File: src/rtl/countdown_pkg.sv
// Shared types and default sizing for the loadable countdown timer.
// Optional feature macro used by the timer: COUNTDOWN_AUTORELOAD_EN.
package countdown_pkg;

   localparam int unsigned CD_WIDTH    = 5;
   localparam int unsigned CD_PRESCALE = 1;

   typedef enum logic {
      ST_IDLE = 1'b0,
      ST_RUN  = 1'b1
   } state_e;

endpackage

File: src/rtl/countdown_timer5bit_tick_prescaler.sv
// Divides the clock into decrement ticks; tick is combinational (_c) so the
// timer sees it in the same cycle the prescaler wraps.
module tick_prescaler
   import countdown_pkg::*;
#(
   parameter int unsigned PRESCALE = CD_PRESCALE
) (
   input  logic clk,
   input  logic rstn,
   input  logic i_clr,
   input  logic i_en,
   output logic o_tick_c
);

   generate
      if (PRESCALE <= 1) begin : g_bypass
         // Every enabled clock is a tick; no counter state exists.
         logic w_unused;
         assign w_unused = &{1'b0, clk, rstn, i_clr};
         assign o_tick_c = i_en;
      end else begin : g_cnt
         localparam int unsigned CW = $clog2(PRESCALE);
         localparam logic [CW-1:0] LAST = CW'(PRESCALE - 1);

         logic [CW-1:0] r_cnt;
         logic          w_wrap;

         assign w_wrap   = (r_cnt == LAST);
         assign o_tick_c = i_en & w_wrap;

         always_ff @(posedge clk) begin
            if (rstn || i_clr) begin
               r_cnt <= '0;
            end else if (i_en) begin
               r_cnt <= w_wrap ? '0 : r_cnt + CW'(1);
            end
         end
      end
   endgenerate

endmodule

File: src/rtl/countdown_timer5bit.sv
// Loadable down-counter with prescaled decrement and one-cycle done pulse.
// Define COUNTDOWN_AUTORELOAD_EN to reload the last loaded value at terminal count.
module countdown_timer5bit
   import countdown_pkg::*;
#(
   parameter int unsigned WIDTH    = CD_WIDTH,
   parameter int unsigned PRESCALE = CD_PRESCALE
) (
   input  logic             clk,
   input  logic             rstn,
   input  logic             load,
   input  logic [WIDTH-1:0] load_val,
   input  logic             start,
   input  logic             stop,
   input  logic             pause,
   output logic [WIDTH-1:0] out,
   output logic             busy,
   output logic             done
);

   state_e           r_state;
   logic [WIDTH-1:0] r_out;
   logic             r_busy;
   logic             r_done;

   logic             w_tick;
   logic             w_pre_clr;
   logic             w_pre_en;
   logic [WIDTH-1:0] w_eff_cnt;
   logic [WIDTH-1:0] w_reload;

   // Prescaler only advances in RUN while not paused; any host action restarts it.
   assign w_pre_en  = (r_state == ST_RUN) && !pause;
   assign w_pre_clr = (r_state != ST_RUN) || stop || load;
   assign w_eff_cnt = load ? load_val : r_out;

   tick_prescaler #(
      .PRESCALE (PRESCALE)
   ) u_prescaler (
      .clk      (clk),
      .rstn     (rstn),
      .i_clr    (w_pre_clr),
      .i_en     (w_pre_en),
      .o_tick_c (w_tick)
   );

`ifdef COUNTDOWN_AUTORELOAD_EN
   logic [WIDTH-1:0] r_reload;

   always_ff @(posedge clk) begin
      if (rstn) begin
         r_reload <= '0;
      end else if (load) begin
         r_reload <= load_val;
      end
   end

   assign w_reload = r_reload;
`else
   // Terminal count always lands on zero and drops back to IDLE.
   assign w_reload = '0;
`endif

   always_ff @(posedge clk) begin
      if (rstn) begin
         r_state <= ST_IDLE;
         r_out   <= '0;
         r_busy  <= 1'b0;
         r_done  <= 1'b0;
      end else begin
         r_done <= 1'b0;
         case (r_state)
            ST_IDLE: begin
               if (load) begin
                  r_out <= load_val;
               end
               if (start) begin
                  if (w_eff_cnt != '0) begin
                     r_state <= ST_RUN;
                     r_busy  <= 1'b1;
                  end else begin
                     r_done <= 1'b1;
                  end
               end
            end
            ST_RUN: begin
               if (stop) begin
                  r_state <= ST_IDLE;
                  r_busy  <= 1'b0;
               end else if (load) begin
                  r_out <= load_val;
                  if (load_val == '0) begin
                     r_done  <= 1'b1;
                     r_state <= ST_IDLE;
                     r_busy  <= 1'b0;
                  end
               end else if (w_tick) begin
                  if (r_out == WIDTH'(1)) begin
                     // Zero reload value means a one-shot terminal.
                     r_done <= 1'b1;
                     r_out  <= w_reload;
                     if (w_reload == '0) begin
                        r_state <= ST_IDLE;
                        r_busy  <= 1'b0;
                     end
                  end else begin
                     r_out <= r_out - WIDTH'(1);
                  end
               end
            end
            default: begin
               r_state <= ST_IDLE;
               r_busy  <= 1'b0;
            end
         endcase
      end
   end

   assign out  = r_out;
   assign busy = r_busy;
   assign done = r_done;

endmodule

File: config.mk
export PLATFORM = sky130hd
export DESIGN_NAME = countdown_timer5bit
export DESIGN_NICKNAME = d
export VERILOG_FILES = /design/src/rtl/countdown_pkg.sv /design/src/rtl/countdown_timer5bit_tick_prescaler.sv /design/src/rtl/countdown_timer5bit.sv
export SDC_FILE = /design/constraint.sdc
export NUM_CORES = 1
export LEC_CHECK = 0
export BUFFER_PORTS_ARGS = -buffer_cell sky130_fd_sc_hd__buf_4
export CAP_MARGIN = 5
export CORE_MARGIN = 2
export CORE_UTILIZATION = 45
export CTS_BUF_LIST = sky130_fd_sc_hd__clkbuf_4
export CTS_CLUSTER_SIZE = 25
export DETAILED_ROUTE_END_ITERATION = 8
export PLACE_DENSITY = 0.74
export RECOVER_POWER = 25
export SLEW_MARGIN = 25
export SYNTH_ARGS = -nofsm -noshare
export SYNTH_HDL_FRONTEND = slang
export SYNTH_SLANG_ARGS = --single-unit
File: constraint.sdc
create_clock -name clk -period 1.5 [get_ports clk]
set_input_delay 0.375 -clock clk [delete_from_list [all_inputs] [get_ports clk]]
set_output_delay 0.375 -clock clk [all_outputs]
set_load 0.02 [all_outputs]
==> metrics.md, run 1 <==
| Metric | Value |
|---|---|
| Unrepaired setup endpoints after global routing | yes |
| Syn_nets | 88 |
| Worst Hold Class | primary input to flip-flop |
| Row count | 13 |
| Worst setup EP type | flip-flop |
| F_max | about 0.65 GHz |
| First-pass GRT wire length | 2415 um |
| Layout Nets | between 100 and 150 |
| Worst Path Arrival | ~1700 ps |
| Syn Std Cell Area | 596.8 um^2 |
| Area leader, netlist | dfxtp_1 |
| CTS tree | built |
| Critical path startpoint category | flip-flop |
| Final GP Congestion | ~0.84 |
| Max FO, Critical Path | 3 |
| Largest net degree at the start of global routing | 13 |
| Post-synthesis sequential area ratio | 0.2683 |
| Least-Margin Pin Slew | 350.9 ps |
| Inserted Diodes | 0 |
| FF-to-FF Start | out[1] |
| Vias in the first global route | 550 |
| PortBufs | 17 |
| Ys async rst share | 0 |
| Worst EP required | ~1700 ps |
| Root buffer cell | clkbuf_4 |
| Worst-case clock buffer depth | 2 |
| DRT iter0 DRCs | 13 |
| Leak | between 0.3 and 0.4 nW |
| Max Cap Violations | 0 |
| Setup violators final | 1 |
| Die height | roughly 40 um |
| Crit path buf inv count | 2 |
| Total core area | 0.001269 mm^2 |
| Post-synth top area share | 0.2683 |
| GRT Overall Usage | 0.2326 |
| DP Worst Slack | -23.12 ps |
| Wire length per cell | 14.24 um |
| Crit path cell chain | inv_4 > ha_4 > buf_6 > or4_4 > o22ai_2 > o211ai_1 > a21oi_1 |
| DPL Wire Length | about 1100 um |
| Clk Latency, worst-skew pair | roughly 270 ps |
| Final period util | 1.020 |
| Max-slew violations | 0 |
| Area added between synthesis and finish | 44.03% |
| Crit path max-delay family | simple AND/OR/NAND/NOR gates |
| Worst-path clk slew | 70 ps |
| Predominant post-synthesis flop cell | dfxtp_1 |
| Area of the die | approximately 0.0016 mm^2 |
| Largest stage delay, worst path | ~420 ps |
| Worst Hold Launch | rstn |
| First-pass iteration count of the detailed router | 4 |
| Clock sink count | 8 |
| Num CTS Buffers | 3 |
| Worst setup margin | -29.27 ps |
| CP max stage cell | or4_4 |
| Power per standard cell area | 904.9 mW/mm^2 |
| CP Class | flip-flop to flip-flop |
| Synth cell count leaders | 8 x dfxtp_1, 6 x inv_1, 6 x nand2_1 |
| Gr ovfl total | 0 |
| Area of the multi-input gates | roughly 440 um^2 |
| Syn. warnings | 0 |
| Post-synth EDFFs | 0 |
| Vias post-DR | 648 |
| Violated checks | negative setup slack |
| Clock period minus worst slack | about 1500 ps |
| Register bit count reported by yosys | 8 |
| Initial Util | 0.4704 |
| Hold WS | ~340 ps |
| Most numerous cell in the Yosys netlist | dfxtp_1 |
| Final hold violation count | 0 |
| Outcome | finished, violations left |
| H-Tree Depth | 1 |
| Residual DRC | 0 |
| Synth Instances | 75 |
| Setup crit start | out[1] |
| Slew headroom | 0.7658 |
| Synth cell types | 37 |
| Top cells by area, synth | dfxtp_1 27%, a21oi_1 4.2%, ha_1 4.2% |
| Reg area | between 150 and 200 um^2 |
| Die width | 40.42 um |
| DR vias/cell | approximately 5.6 |
| Routed Antenna Nets | 0 |
| Initial antenna violation count | 0 |
| IO Count | 18 |
| Worst vdd ir | a little under 0.6 mV |
| Layout cell share with drive strength beyond 1 | 0.4200 |
| Fillers | 112 |
| Clock skew | 7.701 ps |
| Total wire length | 1638 um |
| Mean cell area of the mapped netlist | a little under 8 um^2 |
| Hold buffers post-CTS | 0 |
layout make-up:
type	instances	area share
tap	15	0.02183
timing repair buffer	24	0.2052
sequential	8	0.1936
multi-input combinational	58	0.5153
inverter	6	0.02911
clock buffer	4	0.03493
stage by stage:
step,utilization,area [um^2],std cells,setup TNS (ps),power [mW]
floorplan,-,604.3,75,-10.69,0.4240
global placement,0.6223,789.5,111,-5.959,0.5345
detailed placement,0.6223,789.5,111,-38.12,0.5340
CTS,0.6588,835.8,115,0,0.7543
global route,0.6775,859.6,115,-144.3,0.8183
finish,0.6775,859.6,115,-29.27,0.7778
repair_timing:
item	4_1_cts	5_1_grt
resized for setup	4	7
endpoints found under the hold margin	0	0
pin swaps	0	3
endpoints found under the setup margin	2	6
setup buffers	0	0
sequential cells by signal (all words and copies together) (netlist names):
signal / flops
busy: 1
r_state: 1
done: 1
out: 5
routing by layer:
layer  routed length, um  track usage  vias up  share of wire
met5                   0            0        -              0
met4                  59       0.1500        0          0.036
met3                  43      0.01667        4          0.026
met2                 754       0.3413       15           0.46
met1                 780       0.3223      297           0.48
li1                    -            -      332              -
layout by cell type, fill, tap and decap left out, types with 2 or more instances in the layout:
master and n:
nor2_1 3, or4_4 2, clkbuf_4 4, nor2b_1 4, buf_4 21, nand2b_1 3
a21o_1 2, dfxtp_2 2, a221oi_1 2, nand2_1 6, o21ai_0 2, o211ai_1 3
dfxtp_1 5, a21oi_1 5, or2_2 2, o21ai_1 2, inv_1 5, clkbuf_1 2
worst paths after layout:
check | end | slack (ps) | depth (start not counted)
worst min-delay path | out[0] | 340 | 2
worst min register to register | busy | 510 | 2
worst max register to register | out[4] | -30 | 7
worst max-delay path | out[4] | -30 | 7
power by group:
group          internal (mW)  leakage (nW)  switching (mW)
Sequential             0.237        0.0675          0.0370
Clock                  0.121        0.0184          0.0947
Combinational          0.146         0.262           0.142
kinds of logic (layout without fill, tap and decap cells):
kind of cell	Yosys count	count (layout)	synth area share
buf+inv	9	34	0.06079
compound gates	26	26	0.3229
fa+ha+maj	2	2	0.04192
flops	8	8	0.2683
simple gates	30	30	0.3061
(Power assumes the default switching activity.)
==> run 2: changes to the inputs <==
--- a/config.mk
+++ b/config.mk
@@ -5,14 +5,13 @@
 export SDC_FILE = /design/constraint.sdc
 export NUM_CORES = 1
 export LEC_CHECK = 0
-export BUFFER_PORTS_ARGS = -buffer_cell sky130_fd_sc_hd__buf_4
 export CAP_MARGIN = 5
 export CORE_MARGIN = 2
 export CORE_UTILIZATION = 45
 export CTS_BUF_LIST = sky130_fd_sc_hd__clkbuf_4
 export CTS_CLUSTER_SIZE = 25
 export DETAILED_ROUTE_END_ITERATION = 8
-export PLACE_DENSITY = 0.74
+export DONT_BUFFER_PORTS = 1
 export RECOVER_POWER = 25
 export SLEW_MARGIN = 25
 export SYNTH_ARGS = -nofsm -noshare
==> metrics.md, run 2 (synthesized netlist as in run 1, its figures left out) <==
| Metric | Value |
|---|---|
| Outcome | complete, no violations |
| Final Core Density | 0.6174 (-0.06016) |
| Combinational power share | 0.348 (-0.022) |
| Worst-case clock buffer depth | 2 (unchanged) |
| Crit path max-delay family | simple AND/OR/NAND/NOR gates |
| Inserted Diodes | 0 (unchanged) |
| DRT iter0 DRCs | 11 (-2) |
| F_max | 0.6768 GHz (+3.5%) |
| Commonest non-fill, non-tap cell in the layout | buf_4 |
| H-Tree Depth | 1 (unchanged) |
| Vias in the first global route | 539 (-2.0%) |
| Initial antenna violation count | 0 (unchanged) |
| Worst setup margin | 22.56 ps (+51.83 ps) |
| R2R setup slack | 20 ps (+50 ps) |
| Final period util | 0.9850 (-0.03455) |
| Critical path startpoint category | flip-flop |
| Placed Area | 706.9 um^2 (-10%) |
| Pint | 0.4860 mW (-3.6%) |
| CP Class | flip-flop to flip-flop |
| Switch Pwr | 0.2478 mW (-9.5%) |
| Hold buffers post-CTS | 0 (unchanged) |
| Final hold violation count | 0 (unchanged) |
| Post-route cell area | 783.3 um^2 (-8.9%) |
| Area added between synthesis and finish | 31.24% |
| Clock period minus worst slack | 1477 ps (-51.83 ps) |
| Residual DRC | 0 (unchanged) |
| Power share of the clock group | 0.285 (+0.008) |
| Most frequent cells in the layout | 11 x buf_4, 6 x nand2_1, 6 x dfxtp_1 |
| Fin cells | 104 (-9.6%) |
| GRT Overall Usage | 0.2318 (-0.0007930) |
| DPL Wire Length | 1145 um (+0.64%) |
| Worst Hold Class | primary input to flip-flop |
| Unrepaired setup endpoints after global routing | yes |
| Worst EP required | 1690 ps (-20 ps) |
| Layout cell share with drive strength beyond 1 | 0.3596 (-0.06045) |
| CP max stage cell | or4_4 |
| Row count | 13 (unchanged) |
| Initial Util | 0.4704 (unchanged) |
| First-pass iteration count of the detailed router | 4 (unchanged) |
| Layout Nets | 103 (-9.6%) |
| Reg power frac | 0.366 (+0.013) |
| Max Cap Violations | 0 (unchanged) |
| Worst Path Arrival | 1670 ps (-60 ps) |
| Largest net degree at the start of global routing | 13 (unchanged) |
| CTS tree | built |
| Routed Antenna Nets | 0 (unchanged) |
| Max FO, Critical Path | 3 (unchanged) |
| Final GP Congestion | 0.8515 (+1.5%) |
| Clk Latency, worst-skew pair | 260 ps (about the same) |
| Crit path cell chain | inv_4 > ha_4 > buf_6 > or4_4 > o22ai_2 > o211ai_1 > a21oi_1 |
| Least-Margin Pin Slew | 394.3 ps (+43.49 ps) |
| Clock skew | 2.867 ps (-4.834 ps) |
| Worst setup EP type | flip-flop |
| PortBufs | 0 (-17) |
| Max-slew violations | 0 (unchanged) |
| Wire length per cell | 15.34 um (+7.7%) |
| Largest stage delay, worst path | 410 ps (about the same) |
| Die height | 40.42 um (unchanged) |
| Total core area | 0.001269 mm^2 (unchanged) |
| Gr ovfl total | 0 (unchanged) |
| Clock sink count | 8 (unchanged) |
| Final Power | 0.7338 mW (-5.7%) |
| Worst vdd ir | 0.5395 mV (-8.1%) |
| Crit path buf inv count | 2 (unchanged) |
| Slew headroom | 0.7343 (-0.03145) |
| Leak | 0.2986 nW (-14%) |
| Total wire length | 1595 um (-2.6%) |
| Area of the die | 0.001634 mm^2 (unchanged) |
| Placed cells | 100 (-9.9%) |
| First-pass GRT wire length | 2394 um (-0.87%) |
| Power per standard cell area | 936.9 mW/mm^2 (+3.5%) |
| Setup TNS | 0 ps (+29.27 ps) |
| Setup violators final | 0 (-1) |
| Vias post-DR | 622 (-4.0%) |
| Num CTS Buffers | 3 (unchanged) |
| Worst-path clk slew | 60 ps (about the same) |
| Die width | 40.42 um (unchanged) |
| IO Count | 18 (unchanged) |
| Max FFs per register | 5 (unchanged) |
| Hold WS | 170.0 ps (-170.2 ps) |
| DR vias/cell | 5.981 (+6.1%) |
| Root buffer cell | clkbuf_4 |
| DP Worst Slack | -42.19 ps (-19.07 ps) |
| Sw Ratio | 0.3377 (-0.01428) |
## run 2: changes by cell type in the layout (fill, tap and decap cells not counted), sizes merged
cell | before | now
clkbuf | 6 | 5
buf | 22 | 12
## run 2: final cells by class
class	instances	area, um^2
fillers	115	485.5
multi-input cells	58	446.7
flip-flops and latches	8	165.2
repair buffers	13	97.59
clock buffers	4	30.03
inverters	6	25.02
well taps	15	18.77
## run 2: worst paths after layout
path / startpoint / to / cells past startpoint
setup / recovery: out[1] / out[4] / 7
setup reg to reg: out[1] / out[4] / 7
hold reg to reg: busy / busy / 2
hold / removal: rstn / out[0] / 1
## run 2: metal layers
| layer | wire length [um] | track usage |
|---|---|---|
| met5 | 0 | 0 |
| met4 | 67 | 0.2000 |
| met3 | 99 | 0.07222 |
| met2 | 684 | 0.3214 |
| met1 | 744 | 0.2829 |
## run 2: power groups by stage
stage               clock network [mW]  logic (mW)  registers (mW)
floorplan                            0       0.136           0.288
global placement                     0       0.230           0.268
detailed placement                   0       0.231           0.268
CTS                              0.212       0.242           0.267
global route                     0.222       0.279           0.273
finish                           0.209       0.256           0.269
## run 2: timing repair
item | CTS | global route
buffers inserted | 0 | 0
pin swaps | 2 | 2
gates resized for setup | 6 | 5
setup endpoints to repair | 6 | 5
==> run 3: changes to the inputs <==
--- a/config.mk
+++ b/config.mk
@@ -6,12 +6,15 @@
 export NUM_CORES = 1
 export LEC_CHECK = 0
 export CAP_MARGIN = 5
+export CELL_PAD_IN_SITES_DETAIL_PLACEMENT = 1
+export CELL_PAD_IN_SITES_GLOBAL_PLACEMENT = 1
 export CORE_MARGIN = 2
-export CORE_UTILIZATION = 45
+export CORE_UTILIZATION = 41
 export CTS_BUF_LIST = sky130_fd_sc_hd__clkbuf_4
 export CTS_CLUSTER_SIZE = 25
 export DETAILED_ROUTE_END_ITERATION = 8
 export DONT_BUFFER_PORTS = 1
+export PLACE_DENSITY_LB_ADDON = 0.1
 export RECOVER_POWER = 25
 export SLEW_MARGIN = 25
 export SYNTH_ARGS = -nofsm -noshare
==> metrics.md, run 3 (synthesized netlist as in run 1, its figures left out) <==
| Metric | Value |
|---|---|
| Worst setup EP type | flip-flop |
| IO Count | 18 (unchanged) |
| Crit path cell chain | or4_4 > nor3_4 > o22a_1 > o32ai_1 |
| Final period util | 0.9661 (-0.01888) |
| Largest net degree at the start of global routing | 13 (unchanged) |
| Final hold violation count | 0 (unchanged) |
| Wire length per cell | 17.01 um (+11%) |
| GRT Overall Usage | 0.2269 (-0.004950) |
| Slew headroom | 0.7930 (+0.05865) |
| CP max stage cell | or4_4 |
| Worst vdd ir | 0.4103 mV (-24%) |
| Worst EP required | 1620 ps (-70 ps) |
| DRT iter0 DRCs | 10 (-1) |
| Clock period minus worst slack | 1449 ps (-28.31 ps) |
| Leak | 0.2922 nW (-2.2%) |
| Max FFs per register | 5 (unchanged) |
| Initial Util | 0.4475 (-0.02295) |
| Residual DRC | 0 (unchanged) |
| CP Class | flip-flop to flip-flop |
| Layout Nets | 102 (-0.97%) |
| CTS tree | built |
| Die width | 42.16 um (+4.3%) |
| Clk Latency, worst-skew pair | 260 ps (about the same) |
| Num CTS Buffers | 3 (unchanged) |
| Clock skew | 14.88 ps (+12.02 ps) |
| DR vias/cell | 5.981 (about the same) |
| Commonest non-fill, non-tap cell in the layout | buf_4 |
| Vias in the first global route | 672 (+25%) |
| Initial antenna violation count | 0 (unchanged) |
| PortBufs | 0 (unchanged) |
| FF-to-FF Start | out[1] |
| Max FO, Critical Path | 3 (unchanged) |
| Clock sink count | 8 (unchanged) |
| # Post-CTS Setup Buffers | 0 (unchanged) |
| First-pass GRT wire length | 3063 um (+28%) |
| Die height | 42.16 um (+4.3%) |
| Area of the die | 0.001777 mm^2 (+8.8%) |
| Total core area | 0.001334 mm^2 (+5.1%) |
| WHS Path Cells | 1 (unchanged) |
| Worst Hold Launch | rstn |
| Layout cell share with drive strength beyond 1 | 0.3864 (+0.02681) |
| Unrepaired setup endpoints after global routing | yes |
| Largest stage delay, worst path | 560 ps (+150 ps) |
| Area of the multi-input gates | 456.7 um^2 (+2.2%) |
| Critical path startpoint category | flip-flop |
| Gr ovfl total | 0 (unchanged) |
| Worst R2R Path Depth | 4 (-3) |
| Row count | 13 (unchanged) |
| Crit path depth | 4 (-3) |
| Reg area | 168.9 um^2 (+2.3%) |
| Inserted Diodes | 0 (unchanged) |
| F_max | 0.6901 GHz (+2.0%) |
| Setup crit start | out[1] |
| DPL Wire Length | 1399 um (+22%) |
| Crit path buf inv count | 0 (-2) |
| Worst-path clk slew | 70 ps (about the same) |
| Worst Path Arrival | 1570 ps (-100 ps) |
| Final Power | 0.7433 mW (+1.3%) |
| Crit path max-delay family | simple AND/OR/NAND/NOR gates |
| Routed Antenna Nets | 0 (unchanged) |
| Most frequent cells in the layout | 10 x buf_4, 6 x nand2_1, 5 x inv_1, 5 x a21oi_1 |
| Area added between synthesis and finish | 31.87% |
| Max-slew violations | 0 (unchanged) |
| Max Cap Violations | 0 (unchanged) |
| Vias post-DR | 616 (-0.96%) |
| Outcome | complete, no violations |
| Placed Area | 699.4 um^2 (-1.1%) |
| Final GP Congestion | 0.8766 (+2.9%) |
| Least-Margin Pin Slew | 309.9 ps (-84.48 ps) |
| Total wire length | 1752 um (+9.8%) |
| Worst Hold Class | primary input to flip-flop |
| H-Tree Depth | 1 (unchanged) |
| Worst-case clock buffer depth | 2 (unchanged) |
| First-pass iteration count of the detailed router | 4 (unchanged) |
| Post-route cell area | 787.0 um^2 (+0.48%) |
| Fillers | 166 (+44%) |
| Root buffer cell | clkbuf_4 |
| Setup violators final | 0 (unchanged) |
| Power per standard cell area | 944.5 mW/mm^2 (+0.81%) |
==> run 3: cell types whose count changed in the layout (fill, tap and decap cells not counted), sizes merged <==
cell / change
buf: -1
==> run 3: worst paths after layout <==
check	endpoint	slack, ps
max	busy	50
min	out[2]	160
max reg2reg	busy	50
min reg2reg	busy	500
==> run 3: layout make-up <==
type | count | area share
Timing Repair Buffer | 12 | 0.1145
Multi-Input combinational cell | 58 | 0.5803
Tap cell | 15 | 0.02385
Sequential cell | 8 | 0.2146
Inverter | 6 | 0.02862
Clock buffer | 4 | 0.03816
==> run 3: per-stage QoR <==
step,instances,worst slack (ps),setup TNS [ps],hold slack [ps],util
after floorplan,75,-10.69,-10.69,566.9,-
after global placement,99,-118.0,-233.2,445.1,0.5244
after detailed placement,99,-157.4,-448.7,447.7,0.5244
after CTS,103,14.04,0,167.8,0.5591
after global routing,103,-10.30,-19.73,146.2,0.5901
final,103,50.87,0,158.5,0.5901
==> run 3: power by group <==
part / internal [mW] / total (mW) / switching (mW) / leakage [nW]
registers: 0.239 / 0.274 / 0.0356 / 0.0681
logic: 0.131 / 0.260 / 0.129 / 0.206
clock network: 0.120 / 0.209 / 0.0888 / 0.0184
total: 0.490 / 0.743 / 0.254 / 0.292
==> run 3: routing by layer <==
layer	global-route usage	vias up	part of all wire
met5	0	-	0
met4	0.1063	0	0.0068
met3	0.05172	2	0.034
met2	0.3250	14	0.46
met1	0.3194	296	0.50
li1	-	304	-
==> run 3: repair_timing <==
| action | in CTS | in global routing |
|---|---|---|
| pin swaps | 2 | 1 |
| hold buffers | 0 | 0 |
| endpoints found under the setup margin | 4 | 5 |
| gates resized for setup | 4 | 10 |
